--- src/rtl/sram_req_arbiter.sv ---
// Arbitrates the CPU fetch and load/store like-SRAM ports onto one shared master port.
// Responses are routed in order through an owner FIFO. Define ARB_ROUND_ROBIN_EN for alternating priority.
module sram_req_arbiter #(
    parameter int MAX_OUTSTANDING = 2,
    parameter int ID_FIFO_AW      = 1
) (
    input  logic        clk,
    input  logic        rst,

    input  logic        inst_req,
    input  logic        inst_wr,
    input  logic [1:0]  inst_size,
    input  logic [3:0]  inst_wstrb,
    input  logic [31:0] inst_addr,
    input  logic [31:0] inst_wdata,
    output logic        inst_addr_ok,
    output logic        inst_data_ok,
    output logic [31:0] inst_rdata,

    input  logic        data_req,
    input  logic        data_wr,
    input  logic [1:0]  data_size,
    input  logic [3:0]  data_wstrb,
    input  logic [31:0] data_addr,
    input  logic [31:0] data_wdata,
    output logic        data_addr_ok,
    output logic        data_data_ok,
    output logic [31:0] data_rdata,

    output logic        m_req,
    output logic        m_wr,
    output logic [1:0]  m_size,
    output logic [3:0]  m_wstrb,
    output logic [31:0] m_addr,
    output logic [31:0] m_wdata,
    input  logic        m_addr_ok,
    input  logic        m_data_ok,
    input  logic [31:0] m_rdata,

    output logic        busy,
    output logic        err_stray_ok
);

    typedef enum logic [1:0] {
        IDLE   = 2'd0,
        LOCK_I = 2'd1,
        LOCK_D = 2'd2
    } state_t;

    localparam int         DEPTH   = 1 << ID_FIFO_AW;
    localparam logic [2:0] MAX_CNT = 3'(MAX_OUTSTANDING);

    state_t                state_q, state_d;
    logic [2:0]            count_q;
    logic [ID_FIFO_AW-1:0] wptr_q, rptr_q;
    logic [DEPTH-1:0]      owner_q;
    logic                  stray_q;

    logic full, empty;
    logic win_data, win_valid;
    logic sel_data;
    logic accept, pop, head;

    assign full  = (count_q == MAX_CNT);
    assign empty = (count_q == 3'd0);

`ifdef ARB_ROUND_ROBIN_EN
    // 1 = data side wins a contended cycle; flips away from each contended winner
    logic prio_data_q;
    assign win_data = data_req & (prio_data_q | ~inst_req);
`else
    assign win_data = data_req;
`endif
    assign win_valid = (inst_req | data_req) & ~full;

    always_comb begin
        state_d  = state_q;
        sel_data = 1'b0;
        m_req    = 1'b0;
        case (state_q)
            IDLE: begin
                sel_data = win_data;
                m_req    = win_valid;
                if (win_valid && !m_addr_ok)
                    state_d = win_data ? LOCK_D : LOCK_I;
            end
            LOCK_I: begin
                sel_data = 1'b0;
                m_req    = inst_req;
                if (inst_req && m_addr_ok)
                    state_d = IDLE;
            end
            LOCK_D: begin
                sel_data = 1'b1;
                m_req    = data_req;
                if (data_req && m_addr_ok)
                    state_d = IDLE;
            end
            default: state_d = IDLE;
        endcase
    end

    assign m_wr    = sel_data ? data_wr    : inst_wr;
    assign m_size  = sel_data ? data_size  : inst_size;
    assign m_wstrb = sel_data ? data_wstrb : inst_wstrb;
    assign m_addr  = sel_data ? data_addr  : inst_addr;
    assign m_wdata = sel_data ? data_wdata : inst_wdata;

    assign accept       = m_req & m_addr_ok;
    assign inst_addr_ok = accept & ~sel_data;
    assign data_addr_ok = accept & sel_data;

    // Responses come back in acceptance order, so the FIFO head names the requester
    assign pop          = m_data_ok & ~empty;
    assign head         = owner_q[rptr_q];
    assign inst_data_ok = pop & ~head;
    assign data_data_ok = pop & head;
    assign inst_rdata   = m_rdata;
    assign data_rdata   = m_rdata;

    assign busy         = ~empty | (state_q != IDLE);
    assign err_stray_ok = stray_q;

    always_ff @(posedge clk) begin
        if (rst) begin
            state_q <= IDLE;
            count_q <= 3'd0;
            wptr_q  <= '0;
            rptr_q  <= '0;
            stray_q <= 1'b0;
        end else begin
            state_q <= state_d;
            if (accept)
                wptr_q <= wptr_q + ID_FIFO_AW'(1);
            if (pop)
                rptr_q <= rptr_q + ID_FIFO_AW'(1);
            case ({accept, pop})
                2'b10:   count_q <= count_q + 3'd1;
                2'b01:   count_q <= count_q - 3'd1;
                default: count_q <= count_q;
            endcase
            if (m_data_ok && empty)
                stray_q <= 1'b1;
        end
    end

    // FIFO storage needs no reset: entries are only read while count_q covers them
    always_ff @(posedge clk) begin
        if (accept)
            owner_q[wptr_q] <= sel_data;
    end

`ifdef ARB_ROUND_ROBIN_EN
    always_ff @(posedge clk) begin
        if (rst)
            prio_data_q <= 1'b1;
        else if (state_q == IDLE && win_valid && inst_req && data_req)
            prio_data_q <= ~win_data;
    end
`endif

endmodule

--- config.mk ---
export PLATFORM = sky130hd
export DESIGN_NAME = sram_req_arbiter
export DESIGN_NICKNAME = d
export VERILOG_FILES = /design/src/rtl/sram_req_arbiter.sv
export SDC_FILE = /design/constraint.sdc
export NUM_CORES = 1
export LEC_CHECK = 0
export ABC_CLOCK_PERIOD_IN_PS = 4700
export CORE_AREA = 2 2 123 125
export DETAILED_ROUTE_END_ITERATION = 10
export DIE_AREA = 0 0 125 127
export PLACE_DENSITY = 0.57
export SLEW_MARGIN = 20
export SYNTH_ARGS = -nofsm -noshare
export SYNTH_HDL_FRONTEND = slang
export SYNTH_SLANG_ARGS = --single-unit
--- constraint.sdc ---
create_clock -name clk -period 4.7 [get_ports clk]
set_clock_uncertainty 0.2 [all_clocks]
set_input_delay 1.175 -clock clk [delete_from_list [all_inputs] [get_ports clk]]
set_output_delay 1.175 -clock clk [all_outputs]
set_load 0.02 [all_outputs]
==> impl_metrics.json <==
{
  "grt_usage_pct": 11.7,
  "numCtsBuffers": 3,
  "ys_top_cells_by_area": "mux2_2 42%, buf_4 28%, dfxtp_1 8.4%",
  "required_ns": 3.32,
  "cts.repair.resized": 0,
  "synth_commonest_cells": "71 x buf_4, 71 x mux2_2, 14 x nor2_1",
  "finalCritPeriodShare_pct": 95.7,
  "antenna_found_initial": 0,
  "critPathLaunchType": "input pin",
  "rsz0062_at_grt": "false",
  "ios": 322,
  "combPwrFrac_pct": 72.7,
  "yosysTopAreaCell": "mux2_2",
  "clk_pin_slew_ns": 0.04,
  "status": "complete, no violations",
  "timing_hold_violations_final": 0,
  "p_leak_uw": 0.00146,
  "setup_viol": 0,
  "initial_core_util_pct": 13.2,
  "cts_sinks": 10,
  "hold_path_class": "register to register",
  "drtAntennaViolNets": 0,
  "grt_pass1_vias": 2260,
  "r2r_cells": 8,
  "die_area_um2": 15900,
  "slew_viol_final": 0,
  "worst_pin_slew_ns": 0.576,
  "syn_inst": 206,
  "layout.nets": 549,
  "total_power_uw": 1080,
  "netlist_area_um2": 1910,
  "fmax_mhz": 222,
  "overflow": 0,
  "arrival_ns": 3.12,
  "fin_crit_ns": 4.50,
  "synth_top_area_share_pct": 41.9,
  "ys_seq_elements": 10,
  "synthToLayoutAreaGrowth_pct": 108,
  "yosysUniqueCellTypes": 32,
  "num_rows": 44,
  "seq_area_um2": 220,
  "yosysSeqAreaShare_pct": 11.5,
  "grt_pass1_wl_um": 14300,
  "slew_headroom_pct": 61.3,
  "p_int_uw": 663,
  "synth-main-ff-cell": "dfxtp_1",
  "dr.first_iter.drc_count": 37,
  "cts_root_buf": "clkbuf_16",
  "end_kind": "output port",
  "via_per_inst": 3.73,
  "hpwl_um": 9040,
  "htree_levels": 1,
  "multi_input_area_um2": 1130,
  "die_h_um": 127,
  "pwr-share-clk_pct": 14.0,
  "cap_violations": 0,
  "die_w_um": 125,
  "clockBufferDepth": 2,
  "crit_type": "input pin to output port",
  "via_count": 2052,
  "p_sw_share_pct": 38.7,
  "drt-total-wl_um": 10100,
  "seqPwrFrac_pct": 13.3,
  "grt_max_degree": 54,
  "synth_nets": 388,
  "fp.coreArea_um2": 14400,
  "cts_tree": "built",
  "drive_gt1_share_pct": 24.9,
  "syn_avg_cell_area_um2": 9.26,
  "portBuffers": 225,
  "dr.pass1.iters": 4,
  "p_switching_uw": 419,
  "vdd_drop_max_mv": 0.124,
  "postCtsSetupBuffers": 0,
  "routedWlPerCell_um": 18.3,
  "place_congestion": 0.787,
  "n_fill_cell": 1572,
  "power_density_nw_per_um2": 273,
  "async_flop_share_pct": 0,
  "n_antenna_cell": 0,
  "hold_depth": 2,
  "tns_ns": 0,
  "synth_edf_count": 2,
  "crit_fanout": 53,
  "yosys_warnings": 0,
  "drc": 0,
  "worstSkewPairLatency_ns": 0.23,
  "hold_buffers": 0
}
registers in the layout, indices dropped and copies added (netlist names):
name	count
count_q	3
err_stray_ok	1
owner_q	2
rptr_q	1
state_q	2
wptr_q	1
power groups by stage:
stage	combinational, uW	clock (uW)	sequential, uW
floorplan	493	0	138
global placement	787	0	144
detailed placement	793	0	146
CTS	801	154	144
global route	844	160	149
finish	787	152	143
through the flow:
stage               hold WS [ns]  instances  util [%]  area, um^2  setup WS, ns
floorplan                  0.301        206         -        1910          1.23
global placement           0.279        546      26.9        3880         0.169
detailed placement         0.286        546      26.9        3880         0.187
CTS                        0.297        550      27.5        3960         0.174
global route               0.312        550      27.5        3960         0.138
finish                     0.280        550      27.5        3960         0.204
cell usage in the layout, fill, tap and decap left out, types with 2 or more instances in the layout:
master and n:
a21oi_1 5, buf_4 9, clkbuf_16 3, clkdlybuf4s50_1 219
dfxtp_1 8, edfxtp_1 2, inv_1 5, mux2_2 71
nand2_1 2, nor2_1 14, nor3_1 2, xor2_1 3
cell type report:
| cell class | instances | area share (%) |
|---|---|---|
| Timing Repair Buffer | 229 | 57.6 |
| Multi-Input combinational cell | 118 | 28.6 |
| Tap cell | 184 | 5.81 |
| Sequential cell | 10 | 5.56 |
| Clock buffer | 3 | 1.90 |
| Inverter | 5 | 0.474 |
| Clock inverter | 1 | 0.0948 |
metal layers:
metal | GRT usage [%] | up-vias | part of all wire (%) | wire, um
li1 | - | 972 | - | -
met1 | 13.2 | 918 | 37 | 3740
met5 | 0 | - | 0 | 0
met2 | 19.7 | 158 | 49 | 4920
met3 | 6.83 | 4 | 14 | 1390
met4 | 1.31 | 0 | 0.26 | 26
critical path, cell delays in order:
cell and delay [ns]:
clkdlybuf4s50_1 0.48, nor2_1 0.07, nor2_4 0.14, buf_12 0.28, mux2_2 0.38, clkdlybuf4s50_1 0.56
path summary, 6_finish.rpt:
check	startpoint	endpoint	slack, ns
worst min register to register	err_stray_ok$_SDFFE_PP0P_	err_stray_ok$_SDFFE_PP0P_	0.28
worst max register to register	count_q[2]$_SDFFE_PP0P_	count_q[2]$_SDFFE_PP0P_	1.86
worst min-delay path	err_stray_ok$_SDFFE_PP0P_	err_stray_ok$_SDFFE_PP0P_	0.28
worst max-delay path	data_req	m_wdata[7]	0.20
kinds of logic after synthesis:
group                    synth area share [%]
buffers and inverters                    29.3
multiplexers                             43.2
AND/OR/NAND/NOR                          7.55
AO/OA/AOI/OAI                            5.25
flip-flops                               11.5
XOR/XNOR                                 1.38
adder cells (fa/ha/maj)                  1.71
Note: power is estimated with default switching activity, not from simulation.
